`config.mk`:
```
export PLATFORM = sky130hd
export DESIGN_NAME = elev_call_panel
export DESIGN_NICKNAME = d
export VERILOG_FILES = /design/src/rtl/elev_call_panel.sv
export SDC_FILE = /design/constraint.sdc
export NUM_CORES = 1
export LEC_CHECK = 0
export BUFFER_PORTS_ARGS = -buffer_cell sky130_fd_sc_hd__buf_4
export CORE_MARGIN = 3
export CORE_UTILIZATION = 25
export DETAILED_ROUTE_END_ITERATION = 6
export PLACE_DENSITY = 0.54
export SLEW_MARGIN = 20
export SYNTH_ARGS = -nofsm -noshare
export SYNTH_HDL_FRONTEND = slang
export SYNTH_SLANG_ARGS = --single-unit
```
`constraint.sdc`:
```
create_clock -name clk -period 4.2 [get_ports clk]
set_input_delay 0.42 -clock clk [delete_from_list [all_inputs] [get_ports clk]]
set_output_delay 0.42 -clock clk [all_outputs]
set_load 0.1 [all_outputs]
```
`src/rtl/elev_call_panel.sv`:
```
// Passenger call panel: button capture, pending call lamps, SCAN target
// selection, request handshake with the elevator controller, floor display.
module elev_call_panel #(
  parameter int unsigned DWELL_CYCLES  = 4,  // must be >= 2
  parameter int unsigned LEAVE_TIMEOUT = 3   // must be >= 1
) (
  input  logic       clk,
  input  logic       rst,
  input  logic [3:0] btnRaw,
  input  logic [1:0] floorSel,
  input  logic       door,
  output logic [3:0] floorBtn,
  output logic [3:0] pending,
  output logic [6:0] seg,
  output logic       busy
);

  localparam int unsigned N_FLOORS = 4;
  localparam int unsigned CNT_MAX  = (DWELL_CYCLES > LEAVE_TIMEOUT) ? DWELL_CYCLES : LEAVE_TIMEOUT;
  localparam int unsigned CNT_W    = $clog2(CNT_MAX + 1);

  typedef enum logic [2:0] {
    S_IDLE        = 3'd0,
    S_DWELL       = 3'd1,
    S_ISSUE       = 3'd2,
    S_WAIT_LEAVE  = 3'd3,
    S_WAIT_ARRIVE = 3'd4
  } state_e;

  typedef enum logic {
    DIR_UP   = 1'b0,
    DIR_DOWN = 1'b1
  } dir_e;

  state_e               state_q, state_d;
  dir_e                 dir_q, dir_d, sel_dir;
  logic [CNT_W-1:0]     cnt_q, cnt_d;
  logic [1:0]           target_q, target_d, sel_tgt;
  logic [N_FLOORS-1:0]  sync1_q, sync2_q, prev_q;
  logic [N_FLOORS-1:0]  rise, clr, masked;
  logic [1:0]           lo_above, hi_below;
  logic                 found_above, found_below, has_tgt;

  assign rise   = sync2_q & ~prev_q;
  assign clr    = door ? (4'b0001 << floorSel) : 4'b0000;
  assign masked = pending & ~(4'b0001 << floorSel);

  // Button synchronizer, edge detect and pending lamps; clearing beats setting
  always_ff @(posedge clk) begin
    if (rst) begin
      sync1_q <= '0;
      sync2_q <= '0;
      prev_q  <= '0;
      pending <= '0;
    end else begin
      sync1_q <= btnRaw;
      sync2_q <= sync1_q;
      prev_q  <= sync2_q;
      pending <= (pending | rise) & ~clr;
    end
  end

  // SCAN pick: nearest call ahead in the current direction, else reverse
  always_comb begin
    lo_above    = 2'd0;
    hi_below    = 2'd0;
    found_above = 1'b0;
    found_below = 1'b0;
    sel_tgt     = 2'd0;
    sel_dir     = dir_q;
    for (int i = 0; i < int'(N_FLOORS); i++) begin
      if (masked[i] && (2'(i) > floorSel) && !found_above) begin
        lo_above    = 2'(i);
        found_above = 1'b1;
      end
    end
    for (int i = int'(N_FLOORS) - 1; i >= 0; i--) begin
      if (masked[i] && (2'(i) < floorSel) && !found_below) begin
        hi_below    = 2'(i);
        found_below = 1'b1;
      end
    end
    if (dir_q == DIR_UP) begin
      if (found_above) begin
        sel_tgt = lo_above;
        sel_dir = DIR_UP;
      end else if (found_below) begin
        sel_tgt = hi_below;
        sel_dir = DIR_DOWN;
      end
    end else begin
      if (found_below) begin
        sel_tgt = hi_below;
        sel_dir = DIR_DOWN;
      end else if (found_above) begin
        sel_tgt = lo_above;
        sel_dir = DIR_UP;
      end
    end
    has_tgt = found_above | found_below;
  end

  // Next-state: dwell at a floor, issue request, wait to leave, wait to arrive
  always_comb begin
    state_d  = state_q;
    cnt_d    = cnt_q;
    target_d = target_q;
    dir_d    = dir_q;
    case (state_q)
      S_IDLE: begin
        if (door) begin
          state_d = S_DWELL;
          cnt_d   = CNT_W'(DWELL_CYCLES - 1);
        end
      end
      S_DWELL: begin
        if (!door) begin
          state_d = S_IDLE;
        end else if (cnt_q != '0) begin
          cnt_d = cnt_q - CNT_W'(1);
        end else if (has_tgt) begin
          state_d  = S_ISSUE;
          target_d = sel_tgt;
          dir_d    = sel_dir;
        end
      end
      S_ISSUE: begin
        state_d = S_WAIT_LEAVE;
        cnt_d   = CNT_W'(LEAVE_TIMEOUT - 1);
      end
      S_WAIT_LEAVE: begin
        if (!door) begin
          state_d = S_WAIT_ARRIVE;
        end else if (cnt_q != '0) begin
          cnt_d = cnt_q - CNT_W'(1);
        end else begin
          state_d = S_ISSUE;
        end
      end
      S_WAIT_ARRIVE: begin
        if (door && (floorSel == target_q)) begin
          state_d = S_IDLE;
        end
      end
      default: state_d = S_IDLE;
    endcase
  end

  // FSM state plus registered request pulse and busy flag
  always_ff @(posedge clk) begin
    if (rst) begin
      state_q  <= S_IDLE;
      cnt_q    <= '0;
      target_q <= 2'd0;
      dir_q    <= DIR_UP;
      floorBtn <= 4'b0000;
      busy     <= 1'b0;
    end else begin
      state_q  <= state_d;
      cnt_q    <= cnt_d;
      target_q <= target_d;
      dir_q    <= dir_d;
      floorBtn <= (state_d == S_ISSUE) ? (4'b0001 << target_d) : 4'b0000;
      busy     <= (state_d != S_IDLE);
    end
  end

  // Active-low GFEDCBA floor indicator, showing floorSel+1
  always_comb begin
    case (floorSel)
      2'd0:    seg = 7'b1111001;
      2'd1:    seg = 7'b0100100;
      2'd2:    seg = 7'b0110000;
      default: seg = 7'b0011001;
    endcase
  end

endmodule
```
==> results.cfg <==
[outcome]
status = complete, no violations

[sta]
maxSlewViolCount = 0
post-route-period-util_pct = 48.9
setup_viol = 0
slew_headroom_pct = 59.0
rsz0062_at_grt = false
fin_worst_skew_ns = 0.00501
post-route-worst-setup-slack_ns = 2.14
finalHoldViolCount = 0
fmax_ghz = 0.486
tns_ns = 0
worst_slew_pin_slew_ns = 0.614
layout_min_cycle_time_ns = 2.06

[drt]
vias_per_cell = 4.40
drt_iter0_drc = 65
wire_per_inst_um = 10.9
first_pass_iters = 4
drc_errors = 0
postRouteAntennaNets = 0
finalWirelength_mm = 2.71
vias = 1091

[finish]
drive_gt1_share_pct = 26.1
antenna_cells = 0
syn_to_final_growth_pct = 24.0
multi_input_area_sq_um = 756
fin_cells = 248
layout_commonest_cell = dfxtp_1
nFillCells = 604
final_cell_mix = dfxtp_1, buf_4, inv_1, nor2b_1, ha_1
nets = 193
register_area_sq_um = 601

[synth]
synth_area_sq_um = 1470
synth_ff_type = dfxtp_1
ys_async_sr_fraction_pct = 0
syn_area_per_cell_sq_um = 9.66
ys_seq_elements = 30
syn_inst = 152
yosysSeqAreaShare_pct = 40.9
synth_edf_count = 0
ys_types = 50
ys_warn_count = 0
synth_nets = 170

[floorplan]
core_area_sq_um = 5610
dieWidth_um = 82.7
initial_core_util_pct = 26.2
rows = 27
dieArea_sq_um = 6830
die_y_um = 82.7
io_pins = 25

[clocking]
postCtsResizedCells = 0
clockRootBuffer = clkbuf_8
hold_buffers = 0
insertion_delay_ns = 0.28
cts_sinks = 30
clockBufferDepth = 2
cts_buffers = 5
postCtsSetupBuffers = 0
cts_max_level = 2
clk_pin_slew_worst_paths_ns = 0.06
cts_tree = done

[min_path]
hp-class = input port to flip-flop

[setup_path]
r2r_slack_ns = 2.29
timing_worst_setup_path_type = input port to flip-flop
critPathBufInv = 2
reg2reg_depth = 5
startpoint = floorSel[0]
crit_cells = 8
critPathRequiredTime_ns = 4.42
crit_slowest_cell = mux2i_1
reg2reg_from = state_q[0]$_SDFF_PP0_
timing.rr.end = floorBtn[0]$_SDFF_PP0_
worst-path-max-fanout = 6
critical_path.endpoint = floorBtn[0]$_SDFF_PP0_
endpoint_kind = flip-flop
crit_path_cell_trace = buf_4 -> inv_1 -> ha_1 -> or3b_1 -> and3_4 -> a21oi_2 -> mux2i_1 -> and4_1
crit_arrival_ns = 2.28
cpLargestDelayFamily = simple AND/OR/NAND/NOR gates
slowest_delay_ns = 0.41
cp-start-kind = input port

[grt]
grt_overflow_total = 0
grt_max_degree = 28
grt_pass1_wl_mm = 4.65
use_met1_pct = 10.4
grt_use_total_pct = 9.18
busiest_layer = met2
use_met3_pct = 3.90
grt_pass1_vias = 1060
grtUsageMet2_pct = 14.7
antenna_found_initial = 0

[placed_design]
dp_hpwl_mm = 2.01
gp_congestion = 0.759
numPortBuffers = 23
placed_cells = 240
dp_slack_ns = 1.85

[pwr]
fin_total_pwr_uw = 797
p_per_area_nw_per_um2 = 437
p_leak_nw = 0.751
ir_worst_vdd_v = 0.000208

[job]
max_cap_violations = 0
==> sequential cells by signal (all words and copies together) (netlist names) <==
register / count
busy: 1
state_q: 3
dir_q: 1
floorBtn: 4
sync2_q: 4
pending: 4
prev_q: 4
sync1_q: 4
target_q: 2
cnt_q: 3
==> power by group <==
group | internal (mW) | switching, mW
combinational | 0.0404 | 0.0940
clock | 0.253 | 0.105
sequential | 0.297 | 0.00776
total | 0.590 | 0.207
==> cell usage after synthesis (2+ instances only) <==
cell	n	area, sq um
clkbuf_1	2	7.51
nor3b_1	2	15.0
nor3b_2	2	25.0
or2_2	2	12.5
a211oi_1	5	37.5
o21ai_0	4	20.0
nor3_1	4	20.0
a311oi_1	2	17.5
xnor2_1	2	17.5
nand3_1	2	10.0
ha_1	9	113
o32ai_1	2	17.5
nor2b_1	12	75.1
dfxtp_1	30	601
o21ai_1	2	10.0
nor2_1	6	22.5
inv_1	16	60.1
a21oi_1	8	40.0
buf_4	3	22.5
nand2_1	6	22.5
buf_6	2	22.5
==> stage by stage <==
| step | util, % | instance area, sq um | hold slack [ns] |
|---|---|---|---|
| 6_report | 32.5 | 1820 | 0.353 |
| 5_1_grt | 32.5 | 1820 | 0.369 |
| 4_1_cts | 32.5 | 1820 | 0.343 |
| 3_5_place_dp | 29.9 | 1680 | 0.429 |
| 3_3_place_gp | 29.9 | 1680 | 0.417 |
| 2_1_floorplan | - | 1470 | 0.414 |
==> logic make-up (layout without fill, tap and decap cells) <==
kind of cell | count (synthesis) | in the layout | synth area share (%)
compound gates | 31 | 31 | 15.8
flops | 30 | 30 | 40.9
mux | 2 | 2 | 1.70
fa+ha+maj | 9 | 9 | 7.67
other cells | 1 | 1 | 0.255
simple gates | 53 | 53 | 24.2
xor+xnor | 3 | 3 | 1.79
buf+inv | 23 | 47 | 7.67
==> layout make-up <==
class / instances / share of cell area (%)
clock buffers: 6 / 4.53
clock inverters: 2 / 3.30
inverters: 16 / 3.30
multi-input cells: 99 / 41.5
flip-flops and latches: 30 / 33.0
well taps: 72 / 4.95
repair buffers: 23 / 9.48
==> how the worst min path moves through the flow <==
stage                                     start               endpoint  slack [ns]  cells after the start
after floorplan           sync1_q[0]$_SDFF_PP0_  sync2_q[0]$_SDFF_PP0_        0.41                      1
after global placement    sync1_q[2]$_SDFF_PP0_  sync2_q[2]$_SDFF_PP0_        0.42                      1
after detailed placement  sync1_q[1]$_SDFF_PP0_  sync2_q[1]$_SDFF_PP0_        0.43                      1
after CTS                             btnRaw[3]  sync1_q[3]$_SDFF_PP0_        0.34                      2
after global routing                  btnRaw[3]  sync1_q[3]$_SDFF_PP0_        0.37                      2
final                                 btnRaw[3]  sync1_q[3]$_SDFF_PP0_        0.35                      2
==> per-layer routing <==
| layer | part of all wire, % | wire, um |
|---|---|---|
| met1 | 47 | 1290 |
| met2 | 45 | 1230 |
| met3 | 5.5 | 150 |
| met5 | 0 | 0 |
| met4 | 1.7 | 47 |
(Power assumes the default switching activity.)
